### config.mk
export PLATFORM = sky130hd
export DESIGN_NAME = vga_ca_scroller_flat
export DESIGN_NICKNAME = d
export VERILOG_FILES = /design/src/rtl/vga_ca_scroller_if.sv /design/src/rtl/vga_ca_scroller.sv /design/src/flat_wrapper.sv
export SDC_FILE = /design/constraint.sdc
export NUM_CORES = 2
export LEC_CHECK = 0
export CORE_MARGIN = 2
export CORE_UTILIZATION = 50
export DETAILED_ROUTE_END_ITERATION = 16
export GPL_TIMING_DRIVEN = 0
export PLACE_DENSITY = 0.66
export SLEW_MARGIN = 5
export SYNTH_ARGS = -nofsm -noshare
export SYNTH_HDL_FRONTEND = slang
export SYNTH_SLANG_ARGS = --single-unit
### constraint.sdc
create_clock -name clk -period 8.1 [get_ports clk]
set_input_delay 0.81 -clock clk [delete_from_list [all_inputs] [get_ports clk]]
set_output_delay 0.81 -clock clk [all_outputs]
set_load 0.1 [all_outputs]
### src/rtl/vga_ca_scroller_if.sv
// Beam position, run-time controls and pixel/generation outputs of the CA scroller.
// The slave side is the renderer; the master side is whoever generates the beam.
interface vga_ca_scroller_if;
    logic [9:0]  pix_x;
    logic [9:0]  pix_y;
    logic        display_on;
    logic [7:0]  rule;
    logic        wrap;
    logic        seed_mode;
    logic        freeze;
    logic        reseed;
    logic [5:0]  color;
    logic [5:0]  rgb;
    logic [15:0] gen_top;

    modport master (
        output pix_x, pix_y, display_on, rule, wrap, seed_mode, freeze, reseed, color,
        input  rgb, gen_top
    );
    modport slave (
        input  pix_x, pix_y, display_on, rule, wrap, seed_mode, freeze, reseed, color,
        output rgb, gen_top
    );
endinterface

### src/rtl/vga_ca_scroller.sv
// Elementary CA renderer: one generation per cell row, scrolling one generation per frame.
// Latency 1 clk beam->rgb; no backpressure, follows the free-running beam.
module vga_ca_scroller #(
    parameter int          H_ACTIVE  = 640,
    parameter int          V_ACTIVE  = 480,
    parameter int          LOG_CELL  = 2,
    parameter int          GRID_W    = 160,
    parameter int          PAD_LEFT  = (H_ACTIVE - GRID_W * (1 << LOG_CELL)) / 2,
    parameter int          ROWS      = V_ACTIVE >> LOG_CELL,
    parameter logic [15:0] LFSR_INIT = 16'hACE1
) (
    input  logic               clk,
    input  logic               rst_n,
    vga_ca_scroller_if.slave   bus
);
    localparam int         CW      = $clog2(GRID_W);
    localparam logic [9:0] PAD_X   = 10'(PAD_LEFT);
    localparam logic [9:0] GRID_WX = 10'(GRID_W);
    localparam logic [9:0] ROWS_X  = 10'(ROWS);
    localparam logic [9:0] H_LAST  = 10'(H_ACTIVE - 1);
    localparam logic [9:0] V_ACT_X = 10'(V_ACTIVE);

    // Out-of-range neighbours are folded into the shifted copies: zero, or the far edge when wrapping.
    function automatic logic [GRID_W-1:0] ca_step(input logic [GRID_W-1:0] r,
                                                   input logic [7:0]        rl,
                                                   input logic              wr);
        logic [GRID_W-1:0] lvec;
        logic [GRID_W-1:0] rvec;
        ca_step = '0;
        lvec    = {r[GRID_W-2:0], wr & r[GRID_W-1]};
        rvec    = {wr & r[0], r[GRID_W-1:1]};
        for (int i = 0; i < GRID_W; i++) begin
            ca_step[i] = rl[{lvec[i], r[i], rvec[i]}];
        end
    endfunction

    logic [GRID_W-1:0] cur_q, cur_d;
    logic [GRID_W-1:0] top_q, top_d;
    logic [GRID_W-1:0] top_next_q, top_next_d;
    logic [15:0]       gen_q, gen_d;
    logic [15:0]       lfsr_q, lfsr_d;
    logic              pending_q, pending_d;
    logic [7:0]        rule_s_q, rule_s_d;
    logic              wrap_s_q, wrap_s_d;
    logic [5:0]        color_s_q, color_s_d;
    logic [5:0]        rgb_q, rgb_d;

    logic [GRID_W-1:0] lfsr_row, single_row, seed_row, fs_top, row_disp, stepped;
    logic [15:0]       lfsr_end, fs_gen;
    logic [9:0]        cell_x, cell_y;
    logic [5:0]        col;
    logic              fs, in_grid, adv;

    // Cell i takes bit 0 after the LFSR's (i+1)-th shift, so a seeded row consumes GRID_W shifts.
    always_comb begin
        logic [15:0] walk;
        walk     = lfsr_q;
        lfsr_row = '0;
        for (int i = 0; i < GRID_W; i++) begin
            walk        = {walk[0] ^ walk[2] ^ walk[3] ^ walk[5], walk[15:1]};
            lfsr_row[i] = walk[0];
        end
        lfsr_end = walk;
    end

    always_comb begin
        fs                     = (bus.pix_x == '0) && (bus.pix_y == '0);
        single_row             = '0;
        single_row[GRID_W/2]   = 1'b1;
        seed_row               = bus.seed_mode ? lfsr_row : single_row;

        fs_top = top_q;
        fs_gen = gen_q;
        if (pending_q) begin
            fs_top = seed_row;
            fs_gen = '0;
        end else if (!bus.freeze) begin
            fs_top = top_next_q;
            fs_gen = gen_q + 16'd1;
        end

        // The frame-start pixel must already use the new frame's top row and colour.
        cell_x   = (bus.pix_x - PAD_X) >> LOG_CELL;
        cell_y   = bus.pix_y >> LOG_CELL;
        in_grid  = bus.display_on && (bus.pix_x >= PAD_X) && (cell_x < GRID_WX) && (cell_y < ROWS_X);
        row_disp = fs ? fs_top : cur_q;
        col      = fs ? bus.color : color_s_q;
        rgb_d    = (in_grid && row_disp[cell_x[CW-1:0]]) ? col : '0;

        adv     = !fs && (bus.pix_x == H_LAST) && (&bus.pix_y[LOG_CELL-1:0]) && (bus.pix_y < V_ACT_X);
        stepped = ca_step(cur_q, rule_s_q, wrap_s_q);

        cur_d      = cur_q;
        top_d      = top_q;
        top_next_d = top_next_q;
        gen_d      = gen_q;
        lfsr_d     = lfsr_q;
        pending_d  = pending_q | bus.reseed;
        rule_s_d   = rule_s_q;
        wrap_s_d   = wrap_s_q;
        color_s_d  = color_s_q;

        if (fs) begin
            rule_s_d  = bus.rule;
            wrap_s_d  = bus.wrap;
            color_s_d = bus.color;
            cur_d     = fs_top;
            top_d     = fs_top;
            gen_d     = fs_gen;
            pending_d = bus.reseed;
            if (pending_q && bus.seed_mode) begin
                lfsr_d = lfsr_end;
            end
        end else if (adv) begin
            cur_d = stepped;
            if (cell_y == '0) begin
                top_next_d = stepped;
            end
        end
    end

    always_ff @(posedge clk) begin
        if (!rst_n) begin
            cur_q      <= '0;
            top_q      <= '0;
            top_next_q <= '0;
            gen_q      <= '0;
            lfsr_q     <= LFSR_INIT;
            pending_q  <= 1'b1;
            rule_s_q   <= '0;
            wrap_s_q   <= 1'b0;
            color_s_q  <= '0;
            rgb_q      <= '0;
        end else begin
            cur_q      <= cur_d;
            top_q      <= top_d;
            top_next_q <= top_next_d;
            gen_q      <= gen_d;
            lfsr_q     <= lfsr_d;
            pending_q  <= pending_d;
            rule_s_q   <= rule_s_d;
            wrap_s_q   <= wrap_s_d;
            color_s_q  <= color_s_d;
            rgb_q      <= rgb_d;
        end
    end

    assign bus.rgb     = rgb_q;
    assign bus.gen_top = gen_q;
endmodule

### src/flat_wrapper.sv
// flat-port wrapper written by rule: the top's interface ports become plain ports
module vga_ca_scroller_flat 
#(
    parameter int          H_ACTIVE  = 640,
    parameter int          V_ACTIVE  = 480,
    parameter int          LOG_CELL  = 2,
    parameter int          GRID_W    = 160,
    parameter int          PAD_LEFT  = (H_ACTIVE - GRID_W * (1 << LOG_CELL)) / 2,
    parameter int          ROWS      = V_ACTIVE >> LOG_CELL,
    parameter logic [15:0] LFSR_INIT = 16'hACE1
)
  (clk, rst_n, bus_pix_x, bus_pix_y, bus_display_on, bus_rule, bus_wrap, bus_seed_mode, bus_freeze, bus_reseed, bus_color, bus_rgb, bus_gen_top);
  vga_ca_scroller_if bus_i ();
  input  logic clk;
  input  logic rst_n;
  input wire logic [$bits(bus_i.pix_x)-1:0] bus_pix_x;
  input wire logic [$bits(bus_i.pix_y)-1:0] bus_pix_y;
  input wire logic [$bits(bus_i.display_on)-1:0] bus_display_on;
  input wire logic [$bits(bus_i.rule)-1:0] bus_rule;
  input wire logic [$bits(bus_i.wrap)-1:0] bus_wrap;
  input wire logic [$bits(bus_i.seed_mode)-1:0] bus_seed_mode;
  input wire logic [$bits(bus_i.freeze)-1:0] bus_freeze;
  input wire logic [$bits(bus_i.reseed)-1:0] bus_reseed;
  input wire logic [$bits(bus_i.color)-1:0] bus_color;
  output wire logic [$bits(bus_i.rgb)-1:0] bus_rgb;
  output wire logic [$bits(bus_i.gen_top)-1:0] bus_gen_top;
  assign bus_i.pix_x = bus_pix_x;
  assign bus_i.pix_y = bus_pix_y;
  assign bus_i.display_on = bus_display_on;
  assign bus_i.rule = bus_rule;
  assign bus_i.wrap = bus_wrap;
  assign bus_i.seed_mode = bus_seed_mode;
  assign bus_i.freeze = bus_freeze;
  assign bus_i.reseed = bus_reseed;
  assign bus_i.color = bus_color;
  assign bus_rgb = bus_i.rgb;
  assign bus_gen_top = bus_i.gen_top;
  vga_ca_scroller #(.H_ACTIVE(H_ACTIVE), .V_ACTIVE(V_ACTIVE), .LOG_CELL(LOG_CELL), .GRID_W(GRID_W), .PAD_LEFT(PAD_LEFT), .ROWS(ROWS), .LFSR_INIT(LFSR_INIT)) u_core (.clk(clk), .rst_n(rst_n), .bus(bus_i));
endmodule
==> flow_metrics.env <==
export IMPL_status="finished with violations"
export IMPL_violations="max-capacitance violations, max-slew violations, negative setup slack"
export IMPL_antenna_found_initial=17
export IMPL_fp_dieArea_sq_um=83500
export IMPL_cp_arrival_ns=8.83
export IMPL_clock_path_buffers=3
export IMPL_std_cell_rows=104
export IMPL_synth_edf_count=0
export IMPL_htreeDepth=3
export IMPL_rsz0062_at_grt="false"
export IMPL_drive_above_1_share=0.162
export IMPL_fillCellCount=7376
export IMPL_insertion_delay_ns=0.65
export IMPL_critical_path_most_common_cell="clkbuf_1"
export IMPL_synthCells=4243
export IMPL_timing_hold_ws_ns=0.452
export IMPL_cp_startpoint="bus_pix_x[2]"
export IMPL_dpl_worst_slack_ns=-0.692
export IMPL_fmax_mhz=120
export IMPL_finalMaxSlewViolations=78
export IMPL_avgRoutedWirePerCell_microns=38.5
export IMPL_yosysTopAreaCell="dfxtp_1"
export IMPL_p_leak_nw=15.4
export IMPL_holdBufCountCts=0
export IMPL_clock_skew_ns=0.0351
export IMPL_seq_area_sq_um=10700
export IMPL_root_buffer="clkbuf_16"
export IMPL_critPathMaxStageDelay_ns=1.17
export IMPL_worstPathMaxFanout=10
export IMPL_final_instance_count_excl_fill=5498
export IMPL_fin_nets=4418
export IMPL_die_h_microns=289
export IMPL_setup_viol=27
export IMPL_synth_area_top_cells="dfxtp_1 26%, mux4_2 18%, mux2i_1 6.2%"
export IMPL_track_usage=0.501
export IMPL_r2r_start="u_core.lfsr_q[0]"
export IMPL_drt_wl_total_microns=212000
export IMPL_cts_sinks=534
export IMPL_min_path_cells=2
export IMPL_cts_tree="built"
export IMPL_fin_area_sq_um=45000
export IMPL_fin_ws_ns=-0.257
export IMPL_synth_flop_cell="dfxtp_1"
export IMPL_path_cells="clkdlybuf4s50_1 > nor2_2 > nand3_1 > nor3_1 > clkbuf_1 > clkbuf_1 > clkbuf_2 > nor2_2 > clkbuf_1 > clkbuf_1 > a211oi_1 > nor2_1"
export IMPL_ys_seq_area_frac=0.263
export IMPL_worstRegToRegCells=16
export IMPL_portBuffers=59
export IMPL_cp_depth=12
export IMPL_vias=39100
export IMPL_dp_cells=5369
export IMPL_area_growth_pct=10.7
export IMPL_cp_buffers_inverters=6
export IMPL_syn_area_sq_um=40600
export IMPL_min_from="u_core.top_next_q[11]"
export IMPL_worst_ir_drop_vdd_uv=159
export IMPL_crit_required_ns=8.58
export IMPL_via_per_inst=7.12
export IMPL_crit_family="buffers and inverters"
export IMPL_drc=0
export IMPL_syn_area_per_cell_sq_um=9.57
export IMPL_multi_input_area_sq_um=27700
export IMPL_hp_class="reg -> reg"
export IMPL_drtAntennaViolNets=0
export IMPL_postCtsSetupBuffers=0
export IMPL_drt_met1_wl_microns=73600
export IMPL_tightest_slew_ns=1.60
export IMPL_yosysTopAreaCellShare=0.263
export IMPL_grt_overflow=0
export IMPL_start_util=0.504
export IMPL_grt_max_degree=13
export IMPL_start_kind="input port"
export IMPL_grt_pass1_wl_microns=287000
export IMPL_ioPinCount=63
export IMPL_fp_coreArea_sq_um=80500
export IMPL_worstSetupPathType="in -> reg"
export IMPL_synth_async_sr_flop_share=0
export IMPL_cts_resized=7
export IMPL_wl_met2_microns=83100
export IMPL_grt_pass1_vias=36000
export IMPL_synth_commonest_cells="545 x nand2_1, 534 x dfxtp_1, 494 x clkbuf_1"
export IMPL_path_clk_slew_ns=0.06
export IMPL_hpwl_microns=155000
export IMPL_slew_headroom=-0.0676
export IMPL_syn_nets=4285
export IMPL_min_period_over_period=1.03
export IMPL_ys_ff_latch=534
export IMPL_place_area_sq_um=42700
export IMPL_endpoint_kind="flip-flop"
export IMPL_ys_warn_count=0
export IMPL_cts_inserted_buffers=66
export IMPL_yosysMostFrequentCell="nand2_1"
export IMPL_gp_congestion=1.07
export IMPL_drt_iter0_markers=6804
export IMPL_slowest_stage="nor3_1"
export IMPL_wl_met3_microns=32800
export IMPL_yosysUniqueCellTypes=76
export IMPL_route_top_layer_used="met5"
export IMPL_period_minus_slack_ns=8.36
export IMPL_dr_pass1_iters=8
export IMPL_die_x_microns=289
export IMPL_p_per_area_nw_per_um2=133
export IMPL_hold_viol_final=0
export IMPL_drv_cap=9
[registers in the layout, summed over array words and instances (netlist names)]
register	count
u_core.cur_q	160
u_core.rule_s_q	8
u_core.pending_q	1
u_core.wrap_s_q	1
u_core.lfsr_q	16
u_core.bus.gen_top	16
u_core.color_s_q	6
u_core.top_q	160
u_core.bus.rgb	6
u_core.top_next_q	160
[worst paths after layout]
kind,end,slack (ns)
worst max-delay path,u_core.cur_q[36],-0.26
worst min register to register,u_core.top_next_q[11],0.45
worst max register to register,u_core.bus.rgb[0],0.03
worst min-delay path,u_core.top_next_q[11],0.45
[final cells by class]
class / count / area share
timing repair buffer: 66 / 0.0146
clock buffer: 91 / 0.0433
antenna: 18 / 0.00100
buffer: 570 / 0.0515
sequential: 534 / 0.238
clock inverter: 21 / 0.00451
tap: 1060 / 0.0295
multi-input combinational: 3122 / 0.617
inverter: 16 / 0.00134
[cell families after synthesis]
kind of cell,after synthesis,share of synthesized area
xor+xnor,459,0.162
flops,534,0.263
simple gates,1012,0.102
buf+inv,587,0.0578
fa+ha+maj,1,0.000308
compound gates,967,0.144
mux,683,0.270
[per-layer routing]
metal  track usage  vias up
met1         0.606    19200
met3         0.225     1020
li1              -    15400
met4         0.403       26
met2         0.687     3514
met5       0.00739        -
[metrics by stage]
stage	total power (W)	setup TNS, ns	util
2_1_floorplan	0.00282	0	-
6_report	0.00600	-3.69	0.558
3_5_place_dp	0.00298	-57.93	0.530
4_1_cts	0.00595	0	0.557
5_1_grt	0.00605	0	0.558
3_3_place_gp	0.00298	-182.34	0.528
[power by group]
group	internal, W	switching (W)	leakage (nW)
registers	0.00263	0.00000000993	4.30
logic	0.0000831	0.000239	10.0
clock network	0.00177	0.00128	1.06
total	0.00448	0.00152	15.4
[worst min-delay path: cells and delay by family, from the launching register on]
family | cells | cell delay [ns]
flip-flops | 1 | 0.30
AND/OR/NAND/NOR | 1 | 0.05
AO/OA/AOI/OAI | 1 | 0.05
[placed cells by master (no fill, tap or decap), types with 19 or more instances in the layout]
cell type	n
nand2_1	545
dfxtp_1	533
clkbuf_1	483
a21oi_1	440
mux4_2	320
nor2_1	304
mux2i_1	250
xnor2_1	168
o21ai_0	144
mux2_2	113
a21boi_0	96
xor2_1	91
xnor3_1	73
clkbuf_16	69
a22oi_1	64
clkdlybuf4s50_1	59
and2_1	45
buf_1	44
nor2b_1	41
o22ai_1	37
a211oi_1	36
nand3_1	31
xnor2_2	30
o22a_1	27
a31oi_1	25
xnor3_2	24
xnor2_4	22
xor3_1	19
Power figures use the tool's default switching activity.
